`src/rtl/branch_redirect_ctrl.sv`:
```
// Branch redirect sequencer: registers a taken EX target, hands it to fetch,
// holds flush for a fixed window and keeps saturating branch statistics.
module branch_redirect_ctrl #(
   parameter int unsigned FLUSH_CYCLES = 2,
   parameter int unsigned CNT_W        = 16
) (
   input  logic             clk,
   input  logic             rst_n,
   input  logic             ex_valid,
   input  logic [4:0]       ex_BrOp,
   input  logic             ex_NextPCSrc,
   input  logic [31:0]      ex_target,
   input  logic             fetch_ready,
   output logic             redirect_valid,
   output logic [31:0]      redirect_pc,
   output logic             flush,
   output logic             busy,
   output logic             trap_misaligned,
   output logic [CNT_W-1:0] cnt_cond,
   output logic [CNT_W-1:0] cnt_cond_taken,
   output logic [CNT_W-1:0] cnt_jump
);

   typedef enum logic [1:0] {
      IDLE     = 2'd0,
      REDIRECT = 2'd1,
      FLUSH    = 2'd2
   } state_t;

   localparam logic [3:0]       FLUSH_LD = 4'(FLUSH_CYCLES);
   localparam logic [CNT_W-1:0] CNT_MAX  = '1;

   state_t           state_q, state_d;
   logic [3:0]       fcnt_q, fcnt_d;
   logic [31:0]      pc_q, pc_d;
   logic             trap_q, trap_d;
   logic [CNT_W-1:0] cc_q, cc_d;
   logic [CNT_W-1:0] ct_q, ct_d;
   logic [CNT_W-1:0] cj_q, cj_d;

   logic is_jump;
   logic is_cond;
   logic taken;
   logic aligned;
   logic sample;
   logic hs;
   logic unused_brop;

   assign is_jump     = ex_BrOp[4];
   assign is_cond     = (ex_BrOp[4:3] == 2'b01);
   assign taken       = is_jump | (is_cond & ex_NextPCSrc);
   assign aligned     = (ex_target[1:0] == 2'b00);
   assign sample      = (state_q == IDLE) && ex_valid;
   assign hs          = (state_q == REDIRECT) && fetch_ready;
   assign unused_brop = ^ex_BrOp[2:0];

   function automatic logic [CNT_W-1:0] sat_inc(
      input logic [CNT_W-1:0] v,
      input logic             en
   );
      return (en && (v != CNT_MAX)) ? v + CNT_W'(1) : v;
   endfunction

   always_ff @(posedge clk) begin
      if (!rst_n) begin
         state_q <= IDLE;
      end else begin
         state_q <= state_d;
      end
   end

   always_comb begin
      state_d = state_q;
      unique case (state_q)
         IDLE: begin
            if (sample && taken && aligned) begin
               state_d = REDIRECT;
            end
         end
         REDIRECT: begin
            if (hs) begin
               state_d = FLUSH;
            end
         end
         FLUSH: begin
            if (fcnt_q <= 4'd1) begin
               state_d = IDLE;
            end
         end
         default: state_d = IDLE;
      endcase
   end

   always_ff @(posedge clk) begin
      if (!rst_n) begin
         fcnt_q <= '0;
         pc_q   <= '0;
         trap_q <= 1'b0;
         cc_q   <= '0;
         ct_q   <= '0;
         cj_q   <= '0;
      end else begin
         fcnt_q <= fcnt_d;
         pc_q   <= pc_d;
         trap_q <= trap_d;
         cc_q   <= cc_d;
         ct_q   <= ct_d;
         cj_q   <= cj_d;
      end
   end

   // Statistics count every instruction sampled in IDLE, trap or not.
   always_comb begin
      fcnt_d = fcnt_q;
      pc_d   = pc_q;
      trap_d = 1'b0;
      cc_d   = sat_inc(cc_q, sample && is_cond);
      ct_d   = sat_inc(ct_q, sample && is_cond && ex_NextPCSrc);
      cj_d   = sat_inc(cj_q, sample && is_jump);
      if (sample && taken) begin
         if (aligned) begin
            pc_d = ex_target;
         end else begin
            trap_d = 1'b1;
         end
      end
      if (hs) begin
         fcnt_d = FLUSH_LD;
      end else if (state_q == FLUSH) begin
         fcnt_d = fcnt_q - 4'd1;
      end
   end

   always_comb begin
      redirect_valid  = (state_q == REDIRECT);
      flush           = (state_q != IDLE);
      busy            = (state_q != IDLE);
      redirect_pc     = pc_q;
      trap_misaligned = trap_q;
      cnt_cond        = cc_q;
      cnt_cond_taken  = ct_q;
      cnt_jump        = cj_q;
   end

endmodule

```
`config.mk`:
```
export PLATFORM = sky130hd
export DESIGN_NAME = branch_redirect_ctrl
export DESIGN_NICKNAME = d
export VERILOG_FILES = /design/src/rtl/branch_redirect_ctrl.sv
export SDC_FILE = /design/constraint.sdc
export NUM_CORES = 1
export LEC_CHECK = 0
export BUFFER_PORTS_ARGS = -buffer_cell sky130_fd_sc_hd__buf_2
export CORE_MARGIN = 2
export CORE_UTILIZATION = 46
export CTS_CLUSTER_DIAMETER = 30
export DETAILED_ROUTE_END_ITERATION = 8
export PLACE_DENSITY = 0.82
export SYNTH_ARGS = -nofsm -noshare
export SYNTH_HDL_FRONTEND = slang
export SYNTH_SLANG_ARGS = --single-unit
```
`constraint.sdc`:
```
create_clock -name clk -period 1.95 [get_ports clk]
set_input_delay 0.195 -clock clk [delete_from_list [all_inputs] [get_ports clk]]
set_output_delay 0.195 -clock clk [all_outputs]
set_load 0.02 [all_outputs]
```
# [After elaboration in Yosys (flattened, before gate mapping)]
# Cells that the tools add are included.
[classes] n_eq_ne=9 bitwise_logic=3 add_sub_neg=4 reduce_logical=18 muxes=7 order_cmp=1
[ops] cell="16-bit by 1-bit adder with 16-bit output (second input constant)" n=3
[ops] cell="16-bit inequality test (second input constant)" n=3
[ops] cell="1-bit logical AND" n=10
[ops] cell="2-bit 2-to-1 mux" n=5
[ops] cell="2-bit case mux with 3 select lines" n=1
[ops] cell="2-bit by 1-bit equality test with 1-bit output (second input constant)" n=2
[ops] cell="4-bit by 1-bit less-or-equal comparator with 1-bit output (second input constant)" n=1
[ops] cell="2-bit zero test" n=2
[ops] cell="2-bit by 1-bit inequality test with 1-bit output (second input constant)" n=2
[ops] cell="2-bit AND reduction" n=2
[ops] cell="2-bit nonzero test" n=2
[ops] cell="4-bit by 1-bit subtractor with 4-bit output (second input constant)" n=1
[ops] cell="3-bit AND reduction" n=1
[ops] cell="2-bit equality test (second input constant)" n=1
[ops] cell="2-bit inequality test (second input constant)" n=1
[ops] cell="2-bit OR reduction" n=1
[ops] cell="1-bit AND" n=1
[ops] cell="1-bit 2-to-1 mux" n=1
[ops] cell="1-bit inverter" n=1
[ops] cell="1-bit bitwise OR" n=1
[totals] out_inout_bits=84 inputBits=42 register_bits=87 elab_cells=50

# [Longest topological paths before layout]
[logic_depth] ltp_word=7 depth_mapped=7 ltp_nobuf=5

# [Worst setup path before layout]
# OpenSTA, ideal clock, no wires.
[synth_timing] path_type="flip-flop to flip-flop" start="reg cc_q[5], in the netlist cnt_cond[5]" end="reg cc_q[15], in the netlist cnt_cond[15]" required_ps=1880 setup_slack_ps=-5 setup_ps=70 path_stages_with_launch=5 synth_period_minus_slack_ps=1955 path_buffers=0 arrival_time_ps=1884 path_cell_list="dfxtp_1 > nand4_4 > or4_4 > or4_1 > a21oi_1"
[synth_via] elab_chain_len=2 word_cells_on_any_way=3 cone_classes="1 x add/sub; 1 x eq/ne; 1 x reduce/logical"
[synth_rtl] element="start, declared" line_no="37" text="logic [CNT_W-1:0] cc_q, cc_d;"
[synth_rtl] element="start signal, assigned" line_no="99" text="cc_q <= '0;"
[synth_rtl] element="start signal, assigned" line_no="106" text="cc_q <= cc_d;"
[synth_rtl] element="parallel branches: the longest is 2 deep, another holds 16-bit by 1-bit adder with 16-bit output"
# Several ways; the timed one is not identified.
# A chain may end at the register's enable or synchronous reset.

# [Final worst setup path]
[layout_timing] start="reg ct_q[0], in the netlist cnt_cond_taken[0]" end="reg ct_q[12], in the netlist cnt_cond_taken[12]"
[layout_via] elab_chain_len=2 word_cells_on_any_way=3 cone_classes="1 x add/sub; 1 x eq/ne; 1 x reduce/logical"
[layout_rtl] element="start, declared" line_no="38" text="logic [CNT_W-1:0] ct_q, ct_d;"
[layout_rtl] element="start signal, assigned" line_no="107" text="ct_q <= ct_d;"
[layout_rtl] element="parallel branches: the longest is 2 deep, another holds 16-bit by 1-bit adder with 16-bit output"
# Several ways; the timed one is not identified.

==> summary.md <==
The run finished with clean final reports. Cell family contributing the most delay on the critical path: simple AND/OR/NAND/NOR gates. The initial core utilization was 0.477. Setup violations remaining at the end of the flow were counted as 0.

Measured slew at the worst slew-check pin: 0.533 ns. The endpoint identified for the worst register-to-register timing path is cnt_cond_taken[12]. After synthesis the netlist holds a flip-flop and latch count of 87. In this design, the stage delay of the slowest critical-path cell is 0.49 ns. The finished cells cover 0.00498 mm^2. The average routed wire per standard cell was 13.9 um; the final max-slew violation count was 0. Across the run, the number of max-cap violations was 0.

CTS built an H-tree with a depth of 3. Timing analysis after detailed placement gives a worst setup slack of 0.0232 ns. The worst hold path belongs to the class in -> reg. After detailed routing, the total wire length is 9970 um. The first global-routing pass estimated 16200 um of wire.

The floorplan step defined a die boundary enclosing 0.00932 mm^2. The tree built by TritonCTS fans out to 87 sinks. In this run the cell area measured after placement is 0.00477 mm^2. The post-detailed-route DRC marker count is 0, and the internal cell power is 2.37 mW.

The period utilization was 0.957; the chip width was 96.6 um. The number of cells on the worst reg-to-reg path came out at 5. 0 antenna diodes ended up in the layout. The run gives 0.073 as the share of total power in combinational logic. The number of buffers created by CTS was 9. In this run the post-CTS setup repair buffer count came out at 0. The tools report the latest clock arrival within the worst-skew pair as 0.34 ns.

Across all layers, the routed design uses 4000 vias. Each instance of the synthesized netlist takes up on average 8.31 um^2. The largest buffer count on any clock path is 2, and the routed metal-1 wirelength is 4370 um.

The peak clock frequency supported by timing came out at 0.536 GHz. The number of global-route vias before repair was 3600; the number of cells after detailed placement was 699. The tools report the sequential element share of the synthesized area as 0.442. After technology mapping, the gate count stands at 474. The least setup slack across all paths after layout was 0.0837 ns.

The signal on the critical path passes through ha_1, nand2_1, or3_1, or4_1, a21oi_1. The switching share of total power is 0.260. Setup repair after global routing left no endpoint under its margin. For this design the total switching power over the nets is 0.834 mW. Startpoint-to-endpoint class of the critical path: reg -> reg. Clock-pin slew on the worst setup and hold paths: 0.09 ns.

Data on the critical path arrives at its endpoint at 2.13 ns. For the worst setup path, the data required time is 2.22 ns. The standard cell with the maximum stage delay on the critical path is or4_1. The worst min-delay path endpoint was redirect_pc[13].

On the final layout, the worst clock skew is 0.00967 ns. The tools report the number of distinct standard cells referenced by the synthesized netlist as 44. The logs give 0.215 for the overall fraction of global-route tracks in use and 33 for the count of standard-cell rows. The fraction of layout cells with a size suffix above 1 works out to 0.295. In this run the register-to-register setup slack is 0.08 ns.

The count of pins on the block boundary was 126. Count of port buffers added during placement: 122. The critical path contains buffers and inverters numbering 0 combined. TritonCTS built the clock tree. In this run, the number of DRC markers left after iteration 0 of detailed routing was 148. For the weighted congestion reported at the end of routability-driven placement, the log shows 0.834.

The largest fanout on the critical path was 6; the number of standard cells in the final layout excluding fillers was 715. Die outline height: 96.6 um. The final critical-path required period works out to 1.87 ns. In the final timing run, aggregate negative setup slack is 0 ns.

The tree is rooted in a clkbuf_8. STA classifies the critical path startpoint as a flip-flop. The leakage power was 2.00 nW; the post-detailed-route count of antenna-violating nets was 0. The total of warnings raised by yosys came out at 0. After legalization and detailed placement, the total HPWL measured 7120 um. The logs give 0.642 for the worst relative slew slack and 4930 um for the routed length on met2.

After detailed routing, the number of vias per cell comes to 5.59. Largest net degree at the start of global routing: 31. The number of optimization iterations in the first detailed-route pass came out at 4. The worst-case IR drop observed on VDD is 0.447 mV. After detailed routing, the met3 layer carries 588 um of wire.

The core area is 0.00826 mm^2. Synthesis produced a netlist with a net count of 521. The mapped netlist covers 0.00394 mm^2. The number of antenna violations at the first check in global routing is 0, and the area growth from synthesis to final layout is 26.4%. STA classifies the critical path endpoint as a flip-flop. The reg-to-reg startpoint is cnt_cond_taken[0]. Global routing finished with a remaining overflow of 0.

The run gives 0 as the hold violation total from the final report. For the post-layout net count, the log shows 652. After detailed routing, no signal wire sits above met4. Tracing the worst setup path back leads to its startpoint at cnt_cond_taken[0]. The proportion of power drawn by flip-flops and latches was 0.567.

The run gives 0.359 as the clock network power share. The startpoint of the most critical hold path is ex_target[13]. Along the worst hold path, the cell count comes to 3.

For this design the ratio of total power to cell area is 642 mW/mm^2.
## kinds of logic after synthesis
kind of cell | share of synthesized area
AO/OA/AOI/OAI | 0.168
XOR/XNOR | 0.00222
adder cells (fa/ha/maj) | 0.0159
buffers and inverters | 0.0400
flip-flops | 0.442
multiplexers | 0.0279
AND/OR/NAND/NOR | 0.304
## layout by cell type (no fill, tap or decap), types with 11 or more instances in the layout
cell,instances
a21oi_1,69
buf_2,122
buf_4,22
dfxtp_1,85
inv_1,11
mux2i_1,11
nand2_1,93
nand3_1,11
nand4_1,14
nor3_1,11
o21ai_0,13
o31ai_1,22
or3_1,13
or4_1,23
## worst max-delay path by stage
stage	to	slack [ns]	depth (start not counted)
final	cnt_cond_taken[12]	0.08	5
after global routing	cnt_cond_taken[7]	0.002	6
after CTS	cnt_cond_taken[9]	0.006	5
after detailed placement	cnt_cond[10]	0.02	5
after global placement	cnt_cond[6]	0.08	5
after floorplan	cnt_cond[15]	0.03	4
## metrics by stage
step	power [mW]	hold slack (ns)	util
after floorplan	1.99	0.331	-
after global placement	2.08	0.435	0.578
after detailed placement	2.09	0.442	0.578
after CTS	3.24	0.0582	0.600
after global routing	3.33	0.0676	0.603
final	3.20	0.0786	0.603
## synth_stat cells (all sizes together)
master	count	area (um^2)
nand2	93	349
dfxtp	87	1740
a21oi	69	345
or4	24	184
o31ai	22	165
clkbuf	17	63.8
nand4	16	121
nand3	13	65.1
o21ai	13	65.1
or3	13	81.3
inv	12	45.0
mux2i	11	110
nor3	11	55.1
nor4	10	68.8
and3	9	56.3
buf	8	48.8
nand2b	8	50.1
ha	5	62.6
nor2	5	18.8
and4	3	26.3
nor2b	3	18.8
nor4b	3	41.3
or2	3	18.8
a31oi	2	12.5
and2b	2	15.0
o2111ai	2	17.5
or3b	2	17.5
a2111oi	1	8.76
a211oi	1	7.51
a41o	1	10.0
and4bb	1	12.5
o21bai	1	7.51
o221a	1	11.3
o311a	1	10.0
xnor2	1	8.76
## layer usage
metal,vias to the layer above,global-route usage
met5,-,0
met4,0,0.0599
met3,8,0.0520
met2,113,0.361
met1,1876,0.276
li1,2003,-
## cell type report
cell class / count / area, um^2
clock buffers: 9 / 124
clock inverters: 7 / 55.1
fillers: 729 / 3280
inverters: 12 / 45.0
multi-input cells: 350 / 2090
flip-flops and latches: 87 / 1740
well taps: 105 / 131
repair buffers: 145 / 796
## registers in the layout, indices dropped and copies added, names as in the netlist
signal	flops
redirect_pc	32
cnt_cond	16
cnt_cond_taken	16
state_q	2
cnt_jump	16
fcnt_q	4
trap_misaligned	1
## tightest hold or removal path, stage by stage
cell	delay (ns)
buf_2	0.09
nand2_1	0.04
a21oi_1	0.05
## power groups by stage
| stage | clock network [mW] | registers, mW | logic [mW] |
|---|---|---|---|
| final | 1.15 | 1.82 | 0.235 |
| after global routing | 1.25 | 1.82 | 0.259 |
| after CTS | 1.19 | 1.82 | 0.233 |
| after detailed placement | 0 | 1.86 | 0.231 |
| after global placement | 0 | 1.86 | 0.225 |
| after floorplan | 0 | 1.88 | 0.104 |
## repair_timing
action	4_1_cts	5_1_grt
gates resized for setup	1	4
setup endpoints to repair	2	10
hold buffers	0	0
Power figures use the tool's default switching activity.
